File: config.mk
export PLATFORM = sky130hd
export DESIGN_NAME = melody_sequencer
export DESIGN_NICKNAME = d
export VERILOG_FILES = /design/src/rtl/melody_sequencer.sv
export SDC_FILE = /design/constraint.sdc
export NUM_CORES = 1
export LEC_CHECK = 0
export ABC_AREA = 1
export BUFFER_PORTS_ARGS = -buffer_cell sky130_fd_sc_hd__buf_4
export CORE_UTILIZATION = 40
export CTS_CLUSTER_SIZE = 24
export DETAILED_ROUTE_END_ITERATION = 10
export PLACE_DENSITY_LB_ADDON = 0.1
export SKIP_LAST_GASP = 1
export SLEW_MARGIN = 15
export SYNTH_ARGS = -nofsm -noshare
export SYNTH_HDL_FRONTEND = slang
export SYNTH_SLANG_ARGS = --single-unit
File: constraint.sdc
create_clock -name clk -period 1.7 [get_ports clk]
set_clock_uncertainty 0.2 [all_clocks]
set_input_delay 0.34 -clock clk [delete_from_list [all_inputs] [get_ports clk]]
set_output_delay 0.34 -clock clk [all_outputs]
set_load 0.01 [all_outputs]
File: src/rtl/melody_sequencer.sv
`timescale 1ns/1ps
// Melody sequencer: walks a note memory and drives a square-wave tone generator,
// timing each note and the silent gap after it, with pause, stop and looping.
module melody_sequencer #(
    parameter int CLK_PERIOD_NS = 10,
    parameter int TICK_CYCLES   = 100000,
    parameter int GAP_TICKS     = 10,
    parameter int ADDR_W        = 8
) (
    input  logic              clk,
    input  logic              rst_n,
    input  logic              start,
    input  logic              stop,
    input  logic              pause,
    input  logic              loop,
    input  logic [ADDR_W-1:0] start_addr,
    output logic [ADDR_W-1:0] mem_addr,
    output logic              mem_rd,
    input  logic [47:0]       mem_rdata,
    output logic [31:0]       period,
    output logic              tone_en,
    output logic              busy,
    output logic              done
);

    localparam int TW = (TICK_CYCLES > 1) ? $clog2(TICK_CYCLES) : 1;
    localparam int GW = (GAP_TICKS > 0) ? $clog2(GAP_TICKS + 1) : 1;
    localparam logic [TW-1:0] TICK_LAST = TW'(TICK_CYCLES - 1);
    localparam logic [GW-1:0] GAP_LOAD  = GW'(GAP_TICKS);

    localparam logic [2:0] ST_IDLE  = 3'd0;
    localparam logic [2:0] ST_FETCH = 3'd1;
    localparam logic [2:0] ST_LOAD  = 3'd2;
    localparam logic [2:0] ST_PLAY  = 3'd3;
    localparam logic [2:0] ST_GAP   = 3'd4;
    localparam logic [2:0] ST_DONE  = 3'd5;

    // The clock period is informational only; reject nonsensical settings at elaboration.
    if (CLK_PERIOD_NS < 1 || TICK_CYCLES < 1 || GAP_TICKS < 0) begin : g_bad_params
        $error("melody_sequencer: illegal parameter setting");
    end

    logic [2:0]        state_r;
    logic [ADDR_W-1:0] base_addr_r;
    logic [ADDR_W-1:0] mem_addr_r;
    logic              mem_rd_r;
    logic [31:0]       period_r;
    logic              tone_en_r;
    logic              busy_r;
    logic              done_r;
    logic [TW-1:0]     tick_cnt_r;
    logic [15:0]       dur_cnt_r;
    logic [GW-1:0]     gap_cnt_r;

    logic              tick_wrap_s;
    logic [15:0]       note_dur_s;
    logic [31:0]       note_period_s;
    logic [ADDR_W-1:0] next_addr_s;

    assign tick_wrap_s   = (tick_cnt_r == TICK_LAST);
    assign note_dur_s    = mem_rdata[47:32];
    assign note_period_s = mem_rdata[31:0];
    assign next_addr_s   = mem_addr_r + ADDR_W'(1'b1);

    assign mem_addr = mem_addr_r;
    assign mem_rd   = mem_rd_r;
    assign period   = period_r;
    assign tone_en  = tone_en_r;
    assign busy     = busy_r;
    assign done     = done_r;

    // Sequencer state, note timing and all registered outputs.
    always_ff @(posedge clk) begin
        if (!rst_n) begin
            state_r     <= ST_IDLE;
            base_addr_r <= '0;
            mem_addr_r  <= '0;
            mem_rd_r    <= 1'b0;
            period_r    <= 32'd0;
            tone_en_r   <= 1'b0;
            busy_r      <= 1'b0;
            done_r      <= 1'b0;
            tick_cnt_r  <= '0;
            dur_cnt_r   <= 16'd0;
            gap_cnt_r   <= '0;
        end else if (stop) begin
            state_r    <= ST_IDLE;
            mem_rd_r   <= 1'b0;
            period_r   <= 32'd0;
            tone_en_r  <= 1'b0;
            busy_r     <= 1'b0;
            done_r     <= 1'b0;
            tick_cnt_r <= '0;
            dur_cnt_r  <= 16'd0;
            gap_cnt_r  <= '0;
        end else begin
            mem_rd_r <= 1'b0;
            done_r   <= 1'b0;
            case (state_r)
                ST_IDLE: begin
                    if (start) begin
                        base_addr_r <= start_addr;
                        mem_addr_r  <= start_addr;
                        mem_rd_r    <= 1'b1;
                        busy_r      <= 1'b1;
                        state_r     <= ST_FETCH;
                    end else begin
                        busy_r <= 1'b0;
                    end
                end
                ST_FETCH: begin
                    state_r <= ST_LOAD;
                end
                ST_LOAD: begin
                    if (note_dur_s == 16'd0) begin
                        if (loop) begin
                            mem_addr_r <= base_addr_r;
                            mem_rd_r   <= 1'b1;
                            state_r    <= ST_FETCH;
                        end else begin
                            done_r    <= 1'b1;
                            tone_en_r <= 1'b0;
                            period_r  <= 32'd0;
                            state_r   <= ST_DONE;
                        end
                    end else begin
                        period_r   <= note_period_s;
                        dur_cnt_r  <= note_dur_s;
                        tick_cnt_r <= '0;
                        tone_en_r  <= (note_period_s != 32'd0);
                        state_r    <= ST_PLAY;
                    end
                end
                ST_PLAY: begin
                    // While paused all counters hold, so the note resumes with its exact remainder.
                    if (pause) begin
                        tone_en_r <= 1'b0;
                    end else if (!tick_wrap_s) begin
                        tick_cnt_r <= tick_cnt_r + TW'(1'b1);
                        tone_en_r  <= (period_r != 32'd0);
                    end else begin
                        tick_cnt_r <= '0;
                        if (dur_cnt_r == 16'd1) begin
                            dur_cnt_r <= 16'd0;
                            tone_en_r <= 1'b0;
                            if (GAP_TICKS > 0) begin
                                gap_cnt_r <= GAP_LOAD;
                                state_r   <= ST_GAP;
                            end else begin
                                mem_addr_r <= next_addr_s;
                                mem_rd_r   <= 1'b1;
                                state_r    <= ST_FETCH;
                            end
                        end else begin
                            dur_cnt_r <= dur_cnt_r - 16'd1;
                            tone_en_r <= (period_r != 32'd0);
                        end
                    end
                end
                ST_GAP: begin
                    tone_en_r <= 1'b0;
                    if (pause) begin
                        gap_cnt_r <= gap_cnt_r;
                    end else if (!tick_wrap_s) begin
                        tick_cnt_r <= tick_cnt_r + TW'(1'b1);
                    end else begin
                        tick_cnt_r <= '0;
                        gap_cnt_r  <= gap_cnt_r - GW'(1'b1);
                        if (gap_cnt_r == GW'(1'b1)) begin
                            mem_addr_r <= next_addr_s;
                            mem_rd_r   <= 1'b1;
                            state_r    <= ST_FETCH;
                        end else begin
                            state_r <= ST_GAP;
                        end
                    end
                end
                ST_DONE: begin
                    busy_r  <= 1'b0;
                    state_r <= ST_IDLE;
                end
                default: begin
                    tone_en_r <= 1'b0;
                    period_r  <= 32'd0;
                    busy_r    <= 1'b0;
                    state_r   <= ST_IDLE;
                end
            endcase
        end
    end

endmodule

## Yosys cells after proc, flatten, opt, wreduce, memory -nomap -nowiden

Index checks and enable logic that the tools add are counted.

| cells by class | value |
|---|---|
| divide/modulo/power cells | 0 |
| shift operators | 0 |
| bitwise gates (word level) | 6 |
| reduce and logical (&&, ||, !) cells | 22 |
| add/subtract/negate cells | 4 |
| multiply operators | 0 |
| mux-type cells | 50 |
| eq/ne operators | 20 |
| $lt $le $gt $ge | 0 |

Operators by type and width:

| operator | number |
|---|---|
| 2-to-1 mux 16 bit | 4 |
| 2-to-1 mux 32 bit | 2 |
| case mux 32 bit (2 select lines) | 1 |
| nonzero test 32 bit | 2 |
| 2-to-1 mux 17 bit | 3 |
| 2-to-1 mux 8 bit | 6 |
| case mux 17 bit (2 select lines) | 1 |
| case mux 16 bit (2 select lines) | 1 |
| 2-to-1 mux 3 bit | 9 |
| case mux 8 bit (3 select lines) | 1 |
| inequality test 2 bit, second input constant | 11 |
| 2-to-1 mux 4 bit | 5 |
| adder 17 x 1 -> 17 bit, second input constant | 1 |
| == test 17 bit, second input constant | 1 |
| == test 16 x 1 -> 1 bit, second input constant | 1 |
| zero test 16 bit | 1 |
| subtractor 16 x 1 -> 16 bit, second input constant | 1 |
| case mux 3 bit (5 select lines) | 1 |
| 2-to-1 mux 1 bit | 12 |
| AND reduction 6 bit | 2 |
| adder 8 x 1 -> 8 bit, second input constant | 1 |
| case mux 4 bit (2 select lines) | 1 |
| AND reduction 8 bit | 1 |
| OR reduction 4 bit | 2 |
| 18 further kinds | 31 |

| storage, ports and cells | value |
|---|---|
| output and inout port bits | 44 |
| input port bits | 62 |
| memories | 0 |
| word-level logic and storage cells | 113 |
| memory bits (writable) | 0 |
| latch bits | 0 |
| memory bits (read-only) | 0 |
| register bits | 92 |

## Depth between registers and ports, before layout

Gate-level depths: netlist (run 1).

| logic depth | value |
|---|---|
| depth in word-level cells | 5 |
| gate-level depth with buffers | 13 |
| gate-level depth less buffers | 12 |

## Least setup slack after synthesis (run 1)

No wires, ideal clock.

| path | value |
|---|---|
| path kind | reg2reg |
| start point | register tick_cnt_r[0] |
| end point | register tick_cnt_r[9] |
| arrival | 1434 ps |
| buffers on the path | 0 |
| path slack | -55 ps |
| period minus slack after synthesis | 1755 ps |
| setup time | 121 ps |
| required time | 1379 ps |
| cell stages (with the launch flop) | 13 |
| cell sequence | dfxtp_1 -> ha_1 -> nand2_1 -> inv_1 -> nand2_1 -> nor2_1 -> nand2_1 -> nand2_1 -> nand3_2 -> nand2_1 -> inv_2 -> nand2_1 -> nor2_1 |

| between the ends | value |
|---|---|
| longest elaborated chain between the ends | 4 |
| elaborated cells between the ends (all ways) | 5 |
| those cells by class | add/sub: 1; eq/ne: 1; mux: 3 |

RTL lines:

| element | line | RTL |
|---|---|---|
| from (decl) | 51 | `logic [TW-1:0] tick_cnt_r;` |
| from (signal assigned) | 139 | `tick_cnt_r <= tick_cnt_r + TW'(1'b1);` |
| from (signal assigned) | 165 | `tick_cnt_r <= tick_cnt_r + TW'(1'b1);` |
| adder 17 x 1 -> 17 bit / == test 17 bit (equally long branches) | 139, 165, 60 |  |
| 2-to-1 mux 17 bit (*) | 138, 164 |  |
| 2-to-1 mux 17 bit (*) | 136 | `if (pause) begin` |
| case mux 17 bit (2 select lines) (*) | 99 | `case (state_r)` |

Mark *: on every way between the ends. The rest lies on a longest branch, timed or not. The select of a mux whose other input is x is not followed.
A chain may end at the register's enable or synchronous reset.

## Worst setup path after layout (run 1)

| path | value |
|---|---|
| start point | register state_r[1] |
| end point | register mem_addr_r[3] (netlist: mem_addr[3]) |

| between the ends | value |
|---|---|
| longest elaborated chain between the ends | 3 |
| elaborated cells between the ends (all ways) | 12 |
| those cells by class | eq/ne: 8; mux: 1; reduce/logical: 3 |

RTL lines:

| element | line | RTL |
|---|---|---|
| from (decl) | 43 | `logic [2:0] state_r;` |
| from (signal assigned) | 75 | `state_r <= ST_IDLE;` |
| from (signal assigned) | 87 | `state_r <= ST_IDLE;` |
| from (signal assigned) | 106 | `state_r <= ST_FETCH;` |
| == test 3 bit, or another cell as far along | 99 |  |
| inequality test 2 bit (no line) / nonzero test 3 bit (equally long branches) | -- |  |
| AND reduction 8 bit (no line) | -- |  |
| to (signal assigned) | 103 | `mem_addr_r <= start_addr;` |
| to (signal assigned) | 117 | `mem_addr_r <= base_addr_r;` |
| to (signal assigned) | 150 | `mem_addr_r <= next_addr_s;` |
| to (decl) | 45 | `logic [ADDR_W-1:0] mem_addr_r;` |

Several ways; a longest one is shown, not always the timed one.

==> results of run 1 <==
worst min path at each step:
| stage | endpoint | slack [ns] | cells after the start |
|---|---|---|---|
| 2_1_floorplan | gap_cnt_r[1] | 0.24 | 2 |
| 5_1_grt | base_addr_r[2] | 0.02 | 3 |
| 4_1_cts | base_addr_r[0] | 0.01 | 3 |
| 3_5_place_dp | gap_cnt_r[1] | 0.26 | 2 |
| 6_report | base_addr_r[0] | 0.02 | 3 |
| 3_3_place_gp | gap_cnt_r[1] | 0.25 | 2 |
cells by family after synthesis:
group | Yosys count
flip-flops | 92
AO/OA/AOI/OAI | 98
adder cells (fa/ha/maj) | 6
buffers and inverters | 105
AND/OR/NAND/NOR | 552
XOR/XNOR | 10
worst max-delay path, stage by stage, from the launching register on:
cell and delay (ns):
dfxtp_4 0.38, buf_4 0.16, inv_2 0.06, nand2_2 0.07, o21ai_2 0.07, nand2_2 0.09, nor2_4 0.18, nand2_4 0.07
nor2_4 0.17, nand2_1 0.08, nand2_1 0.06, nor2_1 0.04
metrics by stage:
step / hold slack, ns / util (%)
final: 0.0191 / 63.2
after detailed placement: 0.263 / 56.4
after floorplan: 0.239 / -
after CTS: 0.0111 / 59.8
after global placement: 0.252 / 56.4
after global routing: 0.0176 / 63.2
area by class of cell:
| class | instances | share of cell area, % |
|---|---|---|
| multi-input combinational | 666 | 42.0 |
| clock buffer | 10 | 2.81 |
| sequential | 92 | 22.9 |
| inverter | 79 | 3.97 |
| timing repair buffer | 255 | 25.1 |
| clock inverter | 6 | 0.569 |
| tap | 172 | 2.64 |
layout by cell type, fill, tap and decap left out, types with 11 or more instances in the layout:
| master | instances |
|---|---|
| a21oi_1 | 48 |
| buf_4 | 238 |
| buf_6 | 11 |
| clkbuf_16 | 12 |
| dfxtp_1 | 81 |
| inv_1 | 62 |
| nand2_1 | 238 |
| nand2_2 | 15 |
| nand2_4 | 14 |
| nand3_1 | 41 |
| nand4_1 | 30 |
| nor2_1 | 156 |
| nor2_2 | 20 |
| nor2_4 | 12 |
| o21ai_0 | 22 |
metal layers:
metal	vias to the layer above	wire, um	track usage (%)
li1	3228	-	-
met1	2781	7550	30.3
met2	155	7970	39.4
met3	26	790	5.18
met4	0	238	5.45
met5	-	0	0
sequential cells by signal, summed over array words and instances, names as in the netlist:
name         cells
state_r          3
dur_cnt_r       16
tone_en          1
mem_rd           1
gap_cnt_r        4
done             1
mem_addr         8
busy             1
base_addr_r      8
period          32
tick_cnt_r      17
repair_timing:
action                                  in CTS  in global routing
endpoints found under the setup margin      84                 88
resized for setup                           42                 89
pin swaps                                   18                 39
setup buffers                                3                  9
cloned                                       0                  4
where the power goes:
group | internal, uW | switching [uW] | leakage, uW
Sequential | 2200 | 42.0 | 0.000751
Combinational | 377 | 400 | 0.00294
Clock | 1000 | 913 | 0.000129
Total | 3580 | 1350 | 0.00382
==> flow_summary.json, run 1 <==
{
  "leakage_uw": 0.00382,
  "timing.critical_path.arrival_ns": 1.79,
  "num_vias": 6190,
  "number_of_max_slew_violations_in_the_final_report": 0,
  "layoutNonFillerInstCount": 1280,
  "synth.top_cells.by_area": "dfxtp_1, nand2_1, nor2_1, a21oi_1, inv_1",
  "min_from": "start_addr[0]",
  "main_combinational_cell_family_by_area_after_synthesis": "simple AND/OR/NAND/NOR gates",
  "synthesis.yosys.warnings": 0,
  "yosysTopAreaCellShare_pct": 34.3,
  "timing.reg2reg.setup_slack_ns": -0.04,
  "regToRegEndpoint": "mem_addr[3]",
  "postSynthNetCount": 931,
  "synth_compound_gate_area_share_pct": 9.43,
  "category_of_the_critical_setup_timing_path": "flip-flop to flip-flop",
  "tritoncts.num_buffers": 9,
  "num-nets-final": 1171,
  "die_width_um": 118,
  "avgViaCountPerCell": 4.84,
  "hold_crit_path_type": "input pin to flip-flop",
  "core.rowCount": 41,
  "synth_commonest_cells": "nand2_1, nor2_1, dfxtp_1",
  "port-buffer-count": 105,
  "clkSinkCount": 92,
  "asyncSetResetFlopFracSynth_pct": 0,
  "proportion_of_layout_cells_with_a_drive_suffix_above_1_pct": 35.1,
  "drt_iter0_drc": 383,
  "peakVddDrop_mv": 0.716,
  "drt-pass1-iter-count": 5,
  "fin_area_mm2": 0.00814,
  "placed_cells": 1248,
  "drt_wl_total_um": 16500,
  "worst_ep_required_time_ns": 1.75,
  "failed_checks": "negative setup slack",
  "yosys_most_used_dff": "dfxtp_1",
  "place.detailed.hpwl_um": 12100,
  "clk_pin_slew_worst_paths_ns": 0.07,
  "pin_count_of_the_biggest_net_entering_global_routing": 34,
  "worst-slew-pin-transition_ns": 0.372,
  "final_wtd_congestion": 0.867,
  "remaining_drc_errors": 0,
  "power.density_mw_per_mm2": 606,
  "grt.overflow.total": 0,
  "via_count_of_the_first_global_routing_pass": 5789,
  "areaGrowthSynthToFinish_pct": 51.4,
  "worst_skew_pair.late_latency_ns": 0.36,
  "top_level_ports": 106,
  "post-synth-top-count-cell": "nand2_1",
  "chipHeight_um": 118,
  "result_of_the_run": "finished, violations left",
  "place_ws_ns": -0.212,
  "antenna_violations_before_repair": 0,
  "ctsHoldBuffers": 0,
  "setup_repair_after_global_routing_missed_its_margin": "true",
  "die_area_mm2": 0.0139,
  "setup_tns_ns": -0.214,
  "start_util_pct": 41.8,
  "antennaDiodeCount": 0,
  "global_route.usage.total_pct": 23.4,
  "critical_path.startpoint_type": "flip-flop",
  "syn-instance-count": 863,
  "cp_max_fo": 5,
  "timing.critical_path.to_type": "flip-flop",
  "power_uw": 4930,
  "synth_top_area_cell": "dfxtp_1",
  "root_buffer_master": "clkbuf_16",
  "crit_path_end": "mem_addr[3]",
  "max_clock_freq_mhz": 574,
  "period_minus_slack_ns": 1.74,
  "synth-adder-area-share_pct": 1.40,
  "post_synthesis_average_cell_area_um2": 6.23,
  "multi_input_gate_area_in_the_final_layout_mm2": 0.00342,
  "critical_path.reg2reg.startpoint": "state_r[1]",
  "synthSimpleGateAreaFrac_pct": 44.3,
  "route.antenna.remaining_nets": 0,
  "synth_enable_flop_cells": 0,
  "max-clock-path-buffers": 2,
  "synth_xor_area_share_pct": 1.63,
  "setup_ws_ns": -0.0413,
  "post_synth_num_cell_types": 34,
  "post_synth_mux_area_share_pct": 0,
  "nFillCells": 1207,
  "cts_htree_levels": 3,
  "rr_worst_depth": 11,
  "placed_cell_area_mm2": 0.00727,
  "post_synthesis_register_bit_count": 92,
  "finalHoldViolations": 0,
  "core_mm2": 0.0129,
  "netlist_area_mm2": 0.00538,
  "finalSetupViolCount": 12,
  "final_min_period_over_clock_period_pct": 102,
  "timing.critical_path.from": "state_r[1]",
  "area.sequential_mm2": 0.00186,
  "cap_violations": 0,
  "ys_seq_area_share_pct": 34.3,
  "slew-limit-headroom_pct": 75.2,
  "routed_wire_length_per_instance_um": 12.9,
  "grt_pass1_wl_um": 26700,
  "tritoncts": "yes"
}
Power figures use the tool's default switching activity.
==> inputs of run 2 (changes only) <==
- CELL_PAD_IN_SITES_DETAIL_PLACEMENT: not set -> 0
- CELL_PAD_IN_SITES_GLOBAL_PLACEMENT: not set -> 1
- CORE_UTILIZATION: 40 -> 35
==> flow_summary.json, run 2 (same netlist as run 1, synthesis figures left out) <==
{
  "result_of_the_run": "finished, violations left",
  "failed_checks": "negative setup slack",
  "category_of_the_critical_setup_timing_path": "flip-flop to flip-flop",
  "timing.critical_path.to_type": "flip-flop",
  "slew-limit-headroom_pct": 76.2,
  "finalHoldViolations": 0,
  "grt.overflow.total": 0,
  "max_clock_freq_mhz": 569,
  "max-clock-path-buffers": 2,
  "global_route.usage.total_pct": 21.5,
  "grt_pass1_wl_um": 27700,
  "core_mm2": 0.0148,
  "num_vias": 6275,
  "period_minus_slack_ns": 1.76,
  "worst_skew_pair.late_latency_ns": 0.36,
  "final_wtd_congestion": 0.886,
  "clk_pin_slew_worst_paths_ns": 0.07,
  "pin_count_of_the_biggest_net_entering_global_routing": 33,
  "power.density_mw_per_mm2": 599,
  "cp_max_fo": 16,
  "finish.utilization_pct": 57.0,
  "num-nets-final": 1173,
  "cp_slowest_cell": "dfxtp_4",
  "critical_path.startpoint_type": "flip-flop",
  "route.antenna.remaining_nets": 0,
  "top_level_ports": 106,
  "port-buffer-count": 105,
  "placed_cells": 1251,
  "number_of_flip_flops_under_the_largest_register_name": 32,
  "setup_repair_after_global_routing_missed_its_margin": "true",
  "final_common_cell": "buf_4",
  "number_of_max_slew_violations_in_the_final_report": 0,
  "routed_wire_length_per_instance_um": 13.4,
  "timing.critical_path.arrival_ns": 1.84,
  "place_ws_ns": -0.241,
  "drt_wl_total_um": 17300,
  "tritoncts.num_buffers": 9,
  "proportion_of_layout_cells_with_a_drive_suffix_above_1_pct": 38.6,
  "via_count_of_the_first_global_routing_pass": 5931,
  "chipHeight_um": 126,
  "cap_violations": 0,
  "place.detailed.hpwl_um": 12600,
  "finalSetupViolCount": 25,
  "ctsHoldBuffers": 0,
  "placed_cell_area_mm2": 0.00724,
  "fin_area_mm2": 0.00841,
  "die_width_um": 126,
  "rr_worst_depth": 10,
  "cts_htree_levels": 3,
  "antennaDiodeCount": 0,
  "worst_ep_required_time_ns": 1.79,
  "hold_crit_depth": 3,
  "peakVddDrop_mv": 0.598,
  "drt_iter0_drc": 294,
  "antenna_violations_before_repair": 0,
  "core.rowCount": 44,
  "die_area_mm2": 0.0159,
  "start_util_pct": 36.4,
  "layoutNonFillerInstCount": 1294,
  "leakage_uw": 0.00385,
  "worst-slew-pin-transition_ns": 0.354,
  "setup_ws_ns": -0.0589,
  "clkSinkCount": 92,
  "crit_path_cell_trace": "nor2_4, nand2_4, nand2_4, nor2_4, nor2_4, nand2_4, buf_12, nor2_1, nand3_1, a21oi_1",
  "max_stage_delay_ns": 0.38,
  "root_buffer_master": "clkbuf_16",
  "most-common-layout-cells": "buf_4, nand2_1, nor2_1",
  "hold_crit_path_type": "input pin to flip-flop",
  "remaining_drc_errors": 0,
  "areaGrowthSynthToFinish_pct": 56.5,
  "avgViaCountPerCell": 4.85,
  "tritoncts": "yes",
  "final_min_period_over_clock_period_pct": 103,
  "drt-pass1-iter-count": 5
}
## run 2: changes by cell type in the layout (fill, tap and decap cells not counted), moves of 4 or more
cell | previous run | this run
a21oi_1 | 48 | 35
a21oi_2 | 10 | 23
buf_12 | 3 | 7
buf_4 | 238 | 234
nand2_1 | 238 | 223
nand2_2 | 15 | 24
nand2_4 | 14 | 19
nor2_1 | 156 | 150
nor2_4 | 12 | 16
## run 2: through the flow
step	hold WS (ns)	TNS (ns)	total power [uW]
after floorplan	0.239	0	2640
after global placement	0.250	-12.54	2980
after detailed placement	0.266	-13.38	2990
after CTS	0.00230	-0.217	5020
after global routing	0.0118	-5.69	5290
final	0.0112	-0.661	5040
## run 2: metal layers
layer	track usage (%)	routed length, um
met3	4.67	727
met1	27.6	7980
met4	7.09	291
met2	35.7	8300
met5	0	0
## run 2: cell type report
class	count	area, um^2
Clock buffer	9	225
Clock inverter	7	67.6
Fill cell	1454	6340
Inverter	79	337
Multi-Input combinational cell	668	3600
Sequential cell	92	1860
Tap cell	184	230
Timing Repair Buffer	254	2070
Timing Repair inverter	1	16.3
## run 2: final timing paths
kind	slack, ns	from	to
max	-0.06	state_r[0]	tick_cnt_r[16]
min	0.01	start_addr[4]	base_addr_r[4]
max reg2reg	-0.06	state_r[0]	tick_cnt_r[16]
min reg2reg	0.27	gap_cnt_r[1]	gap_cnt_r[1]
## run 2: report_power, final
| group | internal (uW) | switching [uW] | leakage, uW |
|---|---|---|---|
| logic | 380 | 415 | 0.00295 |
| registers | 2200 | 44.4 | 0.000750 |
| clock network | 1030 | 974 | 0.000145 |
## run 2: critical path, delay by kind of cell, from the launching register on
kind,cells,cell delay [ns]
simple gates,8,0.80
flops,1,0.38
buf+inv,1,0.16
compound gates,1,0.13
## run 2: timing repair
action	4_1_cts	5_1_grt
buffers inserted	8	13
pin swaps	13	59
cloned	1	5
gates resized for setup	42	148
setup endpoints to repair	82	90
==> inputs of run 3 (changes only) <==
==> constraint.sdc (replaced) <==
create_clock -name clk -period 1.7 [get_ports clk]
set_clock_uncertainty 0.2 [all_clocks]
set_input_delay 0.51 -clock clk [delete_from_list [all_inputs] [get_ports clk]]
set_output_delay 0.51 -clock clk [all_outputs]
set_load 0.01 [all_outputs]
==> flow_summary.json, run 3 (same netlist as run 1, synthesis figures left out) <==
{
  "avgViaCountPerCell": 4.95,
  "die_area_mm2": 0.0159,
  "layoutNonFillerInstCount": 1310,
  "max-clock-path-buffers": 2,
  "proportion_of_layout_cells_with_a_drive_suffix_above_1_pct": 41.2,
  "crit_path_cell_trace": "buf_4, nor2_2, nand2_2, nor2_4, nand4_1, nand3_4, buf_6, buf_12, nand2_4, a21oi_2",
  "most-common-layout-cells": "buf_4, nand2_1, nor2_1",
  "leakage_uw": 0.00400,
  "final_wtd_congestion": 0.863,
  "period_minus_slack_ns": 1.80,
  "finalHoldViolations": 0,
  "routed_wire_length_per_instance_um": 14.1,
  "max_stage_delay_ns": 0.22,
  "final_common_cell": "buf_4",
  "areaGrowthSynthToFinish_pct": 65.0,
  "port-buffer-count": 105,
  "failed_checks": "negative setup slack",
  "root_buffer_master": "clkbuf_16",
  "ctsHoldBuffers": 0,
  "cts_htree_levels": 3,
  "slew-limit-headroom_pct": 80.4,
  "hold_crit_path_type": "input pin to flip-flop",
  "antennaDiodeCount": 0,
  "category_of_the_critical_setup_timing_path": "input pin to flip-flop",
  "area.sequential_mm2": 0.00186,
  "timing.hold.ws_ns": 0.191,
  "placed_cells": 1254,
  "top_level_ports": 106,
  "num-nets-final": 1189,
  "setup_tns_ns": -3.16,
  "setup_repair_after_global_routing_missed_its_margin": "true",
  "psw_uw": 1430,
  "place.detailed.hpwl_um": 12700,
  "power.share.switching_pct": 26.1,
  "final_min_period_over_clock_period_pct": 106,
  "worst_ep_required_time_ns": 1.78,
  "timing.critical_path.arrival_ns": 1.88,
  "remaining_drc_errors": 0,
  "tritoncts.num_buffers": 9,
  "num_vias": 6485,
  "drt_wl_total_um": 18500,
  "tritoncts": "yes",
  "grt.overflow.total": 0,
  "worst-slew-pin-transition_ns": 0.290,
  "via_count_of_the_first_global_routing_pass": 6040,
  "peakVddDrop_mv": 0.546,
  "worst_skew_pair.late_latency_ns": 0.35,
  "core.rowCount": 44,
  "finalSetupViolCount": 61,
  "max_clock_freq_mhz": 555,
  "clkSinkCount": 92,
  "nFillCells": 1389,
  "cap_violations": 0,
  "route.antenna.remaining_nets": 0,
  "power.density_mw_per_mm2": 620,
  "grt_pass1_wl_um": 29000,
  "chipHeight_um": 126,
  "multi_input_gate_area_in_the_final_layout_mm2": 0.00381,
  "antenna_violations_before_repair": 0,
  "core_mm2": 0.0148,
  "drt-pass1-iter-count": 5,
  "critical_path.startpoint_type": "input pin",
  "clk_pin_slew_worst_paths_ns": 0.07,
  "global_route.usage.total_pct": 22.5,
  "timing.critical_path.to_type": "flip-flop",
  "setup_ws_ns": -0.101,
  "p_comb_share_pct": 15.6,
  "number_of_flip_flops_under_the_largest_register_name": 32,
  "pin_count_of_the_biggest_net_entering_global_routing": 45,
  "result_of_the_run": "finished, violations left",
  "die_width_um": 126,
  "seq_power_share_pct": 40.9,
  "drt_iter0_drc": 290,
  "pwr-share-clk_pct": 43.6,
  "number_of_max_slew_violations_in_the_final_report": 0,
  "cp_slowest_cell": "nand4_1",
  "cp_max_fo": 7,
  "start_util_pct": 36.4,
  "internal_power_uw": 4060
}
==> run 3: what timing repair did <==
action | 4_1_cts | 5_1_grt
setup endpoints to repair | 82 | 90
gates resized for setup | 65 | 162
pin swaps | 22 | 74
gates cloned | 4 | 6
setup buffers | 18 | 19
==> run 3: area by class of cell <==
| type | count | area share [%] |
|---|---|---|
| multi-input cells | 670 | 42.9 |
| well taps | 184 | 2.60 |
| inverters | 79 | 3.74 |
| flip-flops and latches | 92 | 20.9 |
| clock inverters | 7 | 1.38 |
| clock buffers | 9 | 2.54 |
| repair buffers | 269 | 25.9 |
==> run 3: path summary, 6_finish.rpt <==
kind,slack [ns],depth (start not counted),startpoint,to
setup / recovery,-0.10,10,mem_rdata[43],period[14]
hold / removal,0.19,3,start_addr[6],base_addr_r[6]
setup reg to reg,-0.10,12,tick_cnt_r[1],dur_cnt_r[0]
hold reg to reg,0.28,2,gap_cnt_r[1],gap_cnt_r[1]
==> run 3: routing by layer <==
metal,global-route usage (%),up-vias,part of all wire (%)
li1,-,3279,-
met5,0,-,0
met1,29.1,3042,46
met3,3.48,22,3.5
met4,7.65,0,1.8
met2,38.0,142,49
==> run 3: power by group through the flow <==
stage	Clock, uW	Combinational (uW)	Sequential (uW)
2_1_floorplan	0	345	2290
3_3_place_gp	0	704	2290
3_5_place_dp	0	710	2290
4_1_cts	2430	770	2240
5_1_grt	2540	938	2250
6_report	2390	856	2250
==> run 3: metrics by stage <==
step	util, %	setup WS [ns]	area, um^2	power [uW]
after floorplan	-	-0.00962	5420	2640
after global placement	49.5	-0.345	7310	2990
after detailed placement	49.5	-0.358	7310	3000
after CTS	55.2	-0.0993	8140	5440
after global routing	60.1	-0.195	8870	5730
final	60.1	-0.101	8870	5500
==> run 3: critical path, delay by kind of cell <==
kind,cells,cell delay [ns]
buffers and inverters,3,0.38
AO/OA/AOI/OAI,1,0.16
AND/OR/NAND/NOR,6,0.81
